$ cat src/rtl/multiplier_pkg.sv
// Shared constants and types for the Barrett reduction datapath and its scheduler.
package multiplier_pkg;

  // Multiplier stages inside the pipelined Barrett reducer
  localparam int NUM_MULS = 4;

  // Default number of requesters sharing one reducer
  localparam int NUM_REQ_DEF = 4;

  // Reducer latency from start to result valid
  localparam int RED_LAT_DEF = (NUM_MULS + 2) * 2 + 1;

  // Scheduler control states
  typedef enum logic [1:0] {
    ST_UNCFG = 2'd0,
    ST_RUN   = 2'd1,
    ST_DRAIN = 2'd2
  } sched_state_e;

  // In-flight counter width: holds 0..lat with one bit of headroom
  function automatic int cnt_width(input int lat);
    return $clog2(lat + 1) + 1;
  endfunction

endpackage

$ cat src/rtl/rr_arbiter.sv
// Round-robin arbiter: one-hot grant, search starts just after the last grant.
module rr_arbiter #(
  parameter int N     = 4,
  parameter int PTR_W = 2
) (
  input  logic [N-1:0]     req_i,
  input  logic [PTR_W-1:0] ptr_i,
  output logic [N-1:0]     gnt_o
);

  logic [PTR_W-1:0] idx;
  logic             found;

  // Walk requesters in rotated order and grant the first one that is asking
  always_comb begin
    gnt_o = '0;
    found = 1'b0;
    idx   = '0;
    for (int k = 1; k <= N; k++) begin
      idx = PTR_W'((int'(ptr_i) + k) % N);
      if (!found && req_i[idx]) begin
        gnt_o[idx] = 1'b1;
        found      = 1'b1;
      end
    end
  end

endmodule

$ cat src/rtl/barrett_scheduler.sv
// Shares one pipelined Barrett reducer between NUM_REQ requesters: round-robin
// issue, modulus reconfiguration with drain, tag tracking and result routing.
module barrett_scheduler
  import multiplier_pkg::*;
#(
  parameter int NUM_REQ = NUM_REQ_DEF,
  parameter int RED_LAT = RED_LAT_DEF
) (
  input  logic                         clk_i,
  input  logic                         rst_i,
  input  logic [NUM_REQ-1:0]           req_valid_i,
  input  logic [NUM_REQ-1:0][63:0]     req_x_i,
  output logic [NUM_REQ-1:0]           req_ready_o,
  input  logic                         cfg_valid_i,
  output logic                         cfg_ready_o,
  input  logic [63:0]                  cfg_m_i,
  input  logic [63:0]                  cfg_m_bl_i,
  input  logic [63:0]                  cfg_mu_i,
  output logic                         red_start_o,
  output logic [63:0]                  red_x_o,
  output logic [63:0]                  red_m_o,
  output logic [63:0]                  red_m_bl_o,
  output logic [63:0]                  red_mu_o,
  input  logic                         red_valid_i,
  input  logic [63:0]                  red_result_i,
  output logic                         rsp_valid_o,
  output logic [$clog2(NUM_REQ)-1:0]   rsp_id_o,
  output logic [63:0]                  rsp_data_o,
  output logic                         busy_o,
  output logic                         err_o
);

  localparam int ID_W  = $clog2(NUM_REQ);
  localparam int CNT_W = cnt_width(RED_LAT);

  sched_state_e state_q, state_d;
  logic [63:0]  m_q, m_d;
  logic [63:0]  m_bl_q, m_bl_d;
  logic [63:0]  mu_q, mu_d;
  logic [ID_W-1:0] last_q, last_d;
  logic [RED_LAT-1:0]           tag_vld_q, tag_vld_d;
  logic [RED_LAT-1:0][ID_W-1:0] tag_id_q, tag_id_d;
  logic [CNT_W-1:0] cnt_q, cnt_d;
  logic             rsp_valid_q, rsp_valid_d;
  logic [ID_W-1:0]  rsp_id_q, rsp_id_d;
  logic [63:0]      rsp_data_q, rsp_data_d;
  logic             err_q, err_d;

  logic               grant_en;
  logic [NUM_REQ-1:0] arb_req;
  logic [NUM_REQ-1:0] gnt;
  logic               gnt_any;
  logic [ID_W-1:0]    gnt_idx;
  logic               cnt_zero;
  logic               cfg_hs;
  logic               tag_out_vld;
  logic [ID_W-1:0]    tag_out_id;

  // Grants only while running with no reconfiguration pending
  assign grant_en = (state_q == ST_RUN) && !cfg_valid_i && !rst_i;
  assign arb_req  = req_valid_i & {NUM_REQ{grant_en}};

  rr_arbiter #(
    .N     (NUM_REQ),
    .PTR_W (ID_W)
  ) u_arb (
    .req_i (arb_req),
    .ptr_i (last_q),
    .gnt_o (gnt)
  );

  assign gnt_any = |gnt;

  // Encode the one-hot grant into a requester index
  always_comb begin
    gnt_idx = '0;
    for (int i = 0; i < NUM_REQ; i++) begin
      if (gnt[i]) gnt_idx = ID_W'(i);
    end
  end

  // Issue straight to the reducer in the grant cycle
  assign req_ready_o = gnt;
  assign red_start_o = gnt_any;
  assign red_x_o     = gnt_any ? req_x_i[gnt_idx] : '0;
  assign red_m_o     = m_q;
  assign red_m_bl_o  = m_bl_q;
  assign red_mu_o    = mu_q;

  assign cnt_zero = (cnt_q == '0);

  // Config is accepted unconfigured, or once nothing is in flight
  always_comb begin
    cfg_ready_o = 1'b0;
    case (state_q)
      ST_UNCFG: cfg_ready_o = 1'b1;
      ST_RUN:   cfg_ready_o = cnt_zero && !gnt_any;
      ST_DRAIN: cfg_ready_o = cnt_zero;
      default:  cfg_ready_o = 1'b0;
    endcase
    if (rst_i) cfg_ready_o = 1'b0;
  end

  assign cfg_hs = cfg_valid_i && cfg_ready_o;

  // Tag pipeline mirrors the reducer latency; stage 0 captures each issue
  assign tag_vld_d[0] = gnt_any;
  assign tag_id_d[0]  = gnt_idx;
  for (genvar gi = 1; gi < RED_LAT; gi++) begin : g_tag_shift
    assign tag_vld_d[gi] = tag_vld_q[gi-1];
    assign tag_id_d[gi]  = tag_id_q[gi-1];
  end

  assign tag_out_vld = tag_vld_q[RED_LAT-1];
  assign tag_out_id  = tag_id_q[RED_LAT-1];

  // Next-state: FSM, config latch, grant pointer, in-flight count, response and error
  always_comb begin
    state_d = state_q;
    m_d     = m_q;
    m_bl_d  = m_bl_q;
    mu_d    = mu_q;
    case (state_q)
      ST_UNCFG: if (cfg_hs) state_d = ST_RUN;
      ST_RUN:   if (cfg_valid_i && !cfg_hs) state_d = ST_DRAIN;
      ST_DRAIN: if (cfg_hs) state_d = ST_RUN;
      default:  state_d = ST_UNCFG;
    endcase
    if (cfg_hs) begin
      m_d    = cfg_m_i;
      m_bl_d = cfg_m_bl_i;
      mu_d   = cfg_mu_i;
    end

    last_d = gnt_any ? gnt_idx : last_q;

    cnt_d = cnt_q;
    if (gnt_any && !tag_out_vld) cnt_d = cnt_q + CNT_W'(1);
    else if (!gnt_any && tag_out_vld) cnt_d = cnt_q - CNT_W'(1);

    // A result is routed only when reducer and tag pipeline agree
    rsp_valid_d = red_valid_i && tag_out_vld;
    rsp_id_d    = rsp_valid_d ? tag_out_id : rsp_id_q;
    rsp_data_d  = rsp_valid_d ? red_result_i : rsp_data_q;
    err_d       = err_q | (red_valid_i != tag_out_vld);
  end

  // State registers with synchronous reset
  always_ff @(posedge clk_i) begin
    if (rst_i) begin
      state_q     <= ST_UNCFG;
      m_q         <= '0;
      m_bl_q      <= '0;
      mu_q        <= '0;
      last_q      <= ID_W'(NUM_REQ - 1);
      tag_vld_q   <= '0;
      tag_id_q    <= '0;
      cnt_q       <= '0;
      rsp_valid_q <= 1'b0;
      rsp_id_q    <= '0;
      rsp_data_q  <= '0;
      err_q       <= 1'b0;
    end else begin
      state_q     <= state_d;
      m_q         <= m_d;
      m_bl_q      <= m_bl_d;
      mu_q        <= mu_d;
      last_q      <= last_d;
      tag_vld_q   <= tag_vld_d;
      tag_id_q    <= tag_id_d;
      cnt_q       <= cnt_d;
      rsp_valid_q <= rsp_valid_d;
      rsp_id_q    <= rsp_id_d;
      rsp_data_q  <= rsp_data_d;
      err_q       <= err_d;
    end
  end

  assign rsp_valid_o = rsp_valid_q;
  assign rsp_id_o    = rsp_id_q;
  assign rsp_data_o  = rsp_data_q;
  assign busy_o      = !cnt_zero;
  assign err_o       = err_q;

endmodule

$ cat config.mk
export PLATFORM = sky130hd
export DESIGN_NAME = barrett_scheduler
export DESIGN_NICKNAME = d
export VERILOG_FILES = /design/src/rtl/multiplier_pkg.sv /design/src/rtl/rr_arbiter.sv /design/src/rtl/barrett_scheduler.sv
export SDC_FILE = /design/constraint.sdc
export NUM_CORES = 1
export LEC_CHECK = 0
export ABC_AREA = 1
export CORE_AREA = 10 10 324 326
export CTS_CLUSTER_SIZE = 28
export DETAILED_ROUTE_END_ITERATION = 8
export DIE_AREA = 0 0 334 336
export GPL_TIMING_DRIVEN = 0
export PLACE_DENSITY = 0.5
export SETUP_SLACK_MARGIN = 0.02
export SYNTH_ARGS = -nofsm -noshare
export SYNTH_HDL_FRONTEND = slang
export SYNTH_SLANG_ARGS = --single-unit
$ cat constraint.sdc
create_clock -name clk_i -period 3.9 [get_ports clk_i]
set_input_delay 0.78 -clock clk_i [delete_from_list [all_inputs] [get_ports clk_i]]
set_output_delay 0.78 -clock clk_i [all_outputs]
set_load 0.005 [all_outputs]
# Word level (Yosys, flattened, before mapping)
# Cells that the tools add are included.
word_totals:
  out_inout_bits: 331
  regBits: 308
  inputBits: 520
op_classes:
  eq_ne: 5
  n_reduce_logical: 30
  addsub: 6
  n_mux: 36
  bitwise_logic: 5
  order_cmp: 9
ops:
  columns: ["operator", "count"]
  rows:
  - ["64-bit binary-select mux with 2-bit select", 1]
  - ["64-bit two-way mux", 2]
  - ["4-bit two-way mux", 4]
  - ["1-bit logical AND", 15]
  - ["2-bit by 3-bit < comparator with 1-bit output (second input constant)", 5]
  - ["1-bit two-way mux", 13]
  - ["4-bit bitwise OR", 3]
  - ["5-bit two-way mux", 2]
  - ["1-bit zero test", 9]
  - ["1-bit binary-select mux with 2-bit select", 4]
  - ["1-bit demux with 2-bit select", 4]
  - ["2-bit by 1-bit >= comparator with 1-bit output (second input constant)", 4]
  - ["2-bit two-way mux", 4]
  - ["5-bit by 1-bit adder with 5-bit output (second input constant)", 1]
  - ["5-bit zero test", 1]
  - ["5-bit by 1-bit subtractor with 5-bit output (second input constant)", 1]
  - ["2-bit by 1-bit adder with 2-bit output (second input constant)", 2]
  - ["2-bit adder (second input constant)", 2]
  - ["4-bit bitwise AND", 1]
  - ["2-bit by 1-bit != test with 1-bit output (second input constant)", 2]
  - ["2-bit case mux with 2 select lines", 1]
  - ["4-bit OR reduction", 1]
  - ["1-bit case mux with 3 select lines", 1]
  - ["2-bit by 1-bit equality test with 1-bit output (second input constant)", 1]
  - ["7 further kinds", 7]

# Logic depth before layout (Yosys ltp)
depth:
  depth_word: 26
  mapped_depth: 25
  mapped_depth_nobuf: 22

# Modules after synthesis
# Synthesis repeated with hierarchy kept, for this count alone.
unflattened:
  cells_unflattened: 2265
  hier_area_um2: 14830.5
modules_own_cells:
  columns: ["mod", "n_inst", "area_per_inst_um2", "seq_area_each_um2", "cells_each"]
  rows:
  - ["barrett_scheduler", 1, 14408.8, 6165.9, 2190]
  - ["rr_arbiter", 1, 421.7, 0.0, 75]

# Least setup slack after synthesis
# OpenSTA, ideal clock, no wires.
synth_timing:
  path_type: "input-to-reg"
  from: "in rst_i"
  to: "reg cnt_q[4]"
  required_ps: 3781
  slack_ps: -14
  arrival_time_ps: 3795
  cell_stages: 23
  path_buffers: 4
  cell_sequence: "buf_2 > nor2_2 > buf_4 > nand4_1 > nand3_1 > nand2_1 > nor2_1 > nand3_1 > nand3_2 > nor2_1 > buf_4 > nand2_2 > buf_2 > ha_1 > inv_1 > fa_1 > a21o_1 > a21oi_1 > nor2_1 > nor2_1 > nand2_1 > o21ai_0 > a21oi_1"
synth_between:
  elab_chain_cells: 19
synth_rtl:
  columns: ["element", "line", "text"]
  rows:
  - ["start, declared", "barrett_scheduler.sv:10", "input logic rst_i,"]
  - ["1-bit zero test (*)", "barrett_scheduler.sv:60", "assign grant_en = (state_q == ST_RUN) && !cfg_valid_i && !rst_i;"]
  - ["1-bit logical AND (*)", "barrett_scheduler.sv:60", null]
  - ["4-bit bitwise AND (*)", "barrett_scheduler.sv:61", "assign arb_req = req_valid_i & {NUM_REQ{grant_en}};"]
  - ["1-bit binary-select mux with 2-bit select", "rr_arbiter.sv:21", "if (!found && req_i[idx]) begin"]
  - ["1-bit two-way mux (not written as such)", "rr_arbiter.sv:21", null]
  - ["1-bit two-way mux", "rr_arbiter.sv:21", null]
  - ["1-bit zero test", "rr_arbiter.sv:21", null]
  - ["1-bit logical AND", "rr_arbiter.sv:21", null]
  - ["[4 not listed]", null, null]
  - ["1-bit zero test", "rr_arbiter.sv:21", null]
  - ["1-bit logical AND", "rr_arbiter.sv:21", null]
  - ["4-bit two-way mux (*)", "rr_arbiter.sv:21", null]
  - ["4-bit OR reduction (*)", "barrett_scheduler.sv:72", "assign gnt_any = |gnt;"]
  - ["via red_start_o", "barrett_scheduler.sv:19", "output logic red_start_o,"]
  - ["1-bit zero test", "barrett_scheduler.sv:139", "else if (!gnt_any && tag_out_vld) cnt_d = cnt_q - CNT_W'(1);"]
  - ["1-bit logical AND", "barrett_scheduler.sv:139", null]
  - ["2-bit nonzero test (no source line)", null, null]
  - ["end signal, assigned", "barrett_scheduler.sv:171", "cnt_q <= cnt_d;"]
  - ["end, declared", "barrett_scheduler.sv:43", "logic [CNT_W-1:0] cnt_q, cnt_d;"]
# The timed path passes the listed nets; every way through them passes the cells marked *. The select of a mux whose other input is x is not followed.
# A chain may end at the register's enable or synchronous reset.

# Final worst setup path
layout_timing:
  from: "in rst_i"
  to: "out red_x_o[29]"
layout_between:
  elab_chain_cells: 21
layout_rtl:
  columns: ["element", "line", "text"]
  rows:
  - ["1-bit zero test (*)", "barrett_scheduler.sv:60", null]
  - ["1-bit logical AND (*)", "barrett_scheduler.sv:60", null]
  - ["4-bit bitwise AND (*)", "barrett_scheduler.sv:61", null]
  - ["1-bit binary-select mux with 2-bit select", "rr_arbiter.sv:21", null]
  - ["1-bit two-way mux (not written as such)", "rr_arbiter.sv:21", null]
  - ["1-bit two-way mux", "rr_arbiter.sv:21", null]
  - ["1-bit zero test", "rr_arbiter.sv:21", null]
  - ["1-bit logical AND", "rr_arbiter.sv:21", null]
  - ["[4 not listed]", null, null]
  - ["1-bit zero test", "rr_arbiter.sv:21", null]
  - ["1-bit logical AND", "rr_arbiter.sv:21", null]
  - ["4-bit two-way mux (*)", "rr_arbiter.sv:21", null]
  - ["1-bit two-way mux", "barrett_scheduler.sv:78", "if (gnt[i]) gnt_idx = ID_W'(i);"]
  - ["2-bit two-way mux (2 in a row)", "barrett_scheduler.sv:78", null]
  - ["64-bit binary-select mux with 2-bit select", "barrett_scheduler.sv:85", "assign red_x_o = gnt_any ? req_x_i[gnt_idx] : '0;"]
  - ["64-bit two-way mux (not written as such)", "barrett_scheduler.sv:85", null]
  - ["64-bit two-way mux (*)", "barrett_scheduler.sv:85", null]
  - ["end, declared", "barrett_scheduler.sv:20", "output logic [63:0] red_x_o,"]
# Mark *: on every way between the ends. The rest lies on a longest branch, timed or not. The select of a mux whose other input is x is not followed.

==> results.yml <==
status:
  status: "finished, violations left"
  violations: "setup timing"
placement:
  placed_cells: 4738
  io_buffers: 848
  place_hpwl_mm: 89.1
  gp_congestion: 1.01
finish:
  nNetsFinal: 4082
  stdcell_count: 4892
  layout_common_cells: "clkdlybuf4s50_1, inv_1, nor2_1"
  drive_above_1_share_pct: 14.8
  seq_area_um2: 6180
  area_growth_pct: 83.1
  fill_cells: 10829
  multi_input_area_um2: 7880
  final_common_cell: "clkdlybuf4s50_1"
clock_tree:
  cts_buffers: 43
  clock_sinks: 308
  hold_buffers: 0
  cts_root_buffer: "clkbuf_16"
  clk_pin_slew_worst_paths_ns: 0.06
  clockBufferDepth: 3
  tritoncts: "done"
  h-tree-depth: 2
  clk_latency_ns: 0.59
floorplanning:
  chipHeight_um: 336
  dieArea_um2: 112000
  initial_core_util_pct: 16.6
  dieWidth_um: 334
  core_area_um2: 98100
  boundaryPins: 851
  rows: 115
timing:
  maxSlewViolCount: 0
  post-route-period-util_pct: 104
  rsz0062_at_grt: "true"
  min_period_ns: 4.05
  hold_viol: 0
  fmax_mhz: 247
  fin_setup_tns_ns: -3.49
  worst_pin_slew_ns: 1.18
  setup_viol: 51
  setup_slack_ns: -0.147
  slew-limit-headroom_pct: 21.1
  fin_skew_ns: 0.0159
synthesis:
  ys_ff_latch: 308
  synth_nets: 3137
  synthCells: 2603
  yosys_warnings: 0
  ys_seq_area_share_pct: 37.8
  avgSynthCellArea_um2: 6.27
  synth.distinct_cells: 30
  netlist_area_um2: 16300
drt:
  drc: 0
  drt-initial-drc-count: 1181
  vias_per_cell: 4.09
  dr.pass1.iters: 5
  wire_per_inst_um: 22.4
  ant_nets: 0
  vias: 20016
  wirelength_mm: 110
grt:
  grt_start_max_net_pins: 14
  antenna_found_initial: 46
  overflow: 0
  grt_pass1_vias: 19351
  track_usage_pct: 18.4
  grt_pass1_wl_mm: 149
power:
  p_total_mw: 20.2
  p_leak_nw: 13.5
  power.density_nw_per_um2: 678
  peakVddDrop_v: 0.000435
critical_path:
  endpoint_kind: "primary output"
  required_ns: 3.12
  worstPathArrival_ns: 3.27
  cp_max_fo: 10
  worstSetupStartpointType: "input port"
  critical_path_class: "in -> out"
job:
  cap_violations: 0
hold_path:
  min_path_type: "reg -> reg"
[what timing repair did]
action | in CTS | in global routing
setup buffers | 39 | 6
resized for setup | 629 | 126
endpoints found under the setup margin | 149 | 71
pin swaps | 73 | 69
cloned | 7 | 2
hold endpoints to repair | 0 | 0
[cells in the mapped netlist]
| cell type | count | area share (%) |
|---|---|---|
| o21ai_0 | 127 | 3.9 |
| buf_4 | 5 | 0.23 |
| nor2_1 | 505 | 12 |
| nand4_1 | 201 | 7.7 |
| xnor2_1 | 1 | 0.054 |
| a21boi_0 | 1 | 0.046 |
| buf_6 | 18 | 1.2 |
| inv_2 | 59 | 1.4 |
| o22ai_1 | 33 | 1.3 |
| nand2_1 | 408 | 9.4 |
| a21o_1 | 1 | 0.046 |
| o211ai_1 | 35 | 1.6 |
| nor2_4 | 1 | 0.069 |
| nand2_2 | 6 | 0.23 |
| nand3_1 | 27 | 0.83 |
| clkbuf_1 | 81 | 1.9 |
| o21ai_1 | 10 | 0.31 |
| nand3_2 | 4 | 0.25 |
| buf_2 | 37 | 1.1 |
| xor2_1 | 1 | 0.054 |
| o21bai_1 | 31 | 1.4 |
| inv_1 | 578 | 13 |
| fa_1 | 1 | 0.12 |
| ha_1 | 13 | 1.0 |
| nor2_2 | 3 | 0.12 |
| a211oi_1 | 1 | 0.046 |
| a21oi_1 | 66 | 2.0 |
| nor3_1 | 1 | 0.031 |
| buf_1 | 40 | 0.92 |
| dfxtp_1 | 308 | 38 |
[state kept, by name, indices dropped and copies added (netlist names)]
name and count:
cnt_q 5, err_o 1, last_q 2, red_m_bl_o 64, red_m_o 64, red_mu_o 64, rsp_data_o 64, rsp_id_o 2
rsp_valid_o 1, state_q 2, tag_id_d 24, tag_out_id 2, tag_vld_q 13
[worst paths after layout]
check / from / endpoint / slack [ns] / cells past startpoint
min: tag_id_d[2] / tag_id_d[4] / 0.40 / 2
max: rst_i / red_x_o[29] / -0.15 / 18
min reg2reg: tag_id_d[2] / tag_id_d[4] / 0.40 / 2
max reg2reg: last_q[0] / cnt_q[4] / 0.34 / 22
[layer usage]
metal	GRT usage (%)	vias to the layer above	wire length [um]
met5	0	-	158
met4	8.34	24	5050
met3	6.43	203	9190
met2	32.2	733	54100
met1	19.7	9227	41300
li1	-	9829	-
[kinds of logic after synthesis]
kind of cell,after synthesis,share of synthesized area [%]
AOI/OAI and AO/OA,305,10.7
DFF,308,37.8
xor gates and xnor gates,2,0.107
and+or+nand+nor,1156,30.2
adders and majority gates,14,1.12
buffers and inverters,818,20.1
[cell type report]
cell class,instances,share of cell area (%)
repair buffers,901,29.9
multi-input cells,1477,26.4
flip-flops and latches,308,20.7
inverters,637,8.11
well taps,1287,5.39
plain buffers,180,4.33
clock buffers,57,4.09
clock inverters,18,0.863
diodes,27,0.226
[report_power, final]
| group | internal, mW | switching [mW] |
|---|---|---|
| registers | 3.52 | 0.187 |
| clock network | 2.53 | 1.68 |
| logic | 5.49 | 6.83 |
| total | 11.5 | 8.70 |
[through the flow]
| stage | worst slack, ns | util [%] | hold WS, ns | area (um2) |
|---|---|---|---|---|
| 2_1_floorplan | 0.0349 | - | 0.388 | 16300 |
| 3_3_place_gp | -1.60 | 26.9 | 0.388 | 26400 |
| 3_5_place_dp | -1.59 | 26.9 | 0.393 | 26400 |
| 4_1_cts | -0.145 | 29.9 | 0.396 | 29300 |
| 5_1_grt | -0.265 | 30.4 | 0.415 | 29900 |
| 6_report | -0.147 | 30.4 | 0.397 | 29900 |
[worst max-delay path: stages]
cell and delay (ns):
buf_4 0.17, nor2_4 0.16, buf_4 0.19, nand3_1 0.09, nand2_1 0.10, nand3_1 0.12
nand2_4 0.12, buf_6 0.11, nand3_2 0.11, nand3_4 0.14, nor2_4 0.06, buf_8 0.14
inv_8 0.07, buf_12 0.17, buf_12 0.16, o21ai_2 0.06, o22ai_2 0.28, buf_2 0.19
Power figures use the tool's default switching activity.
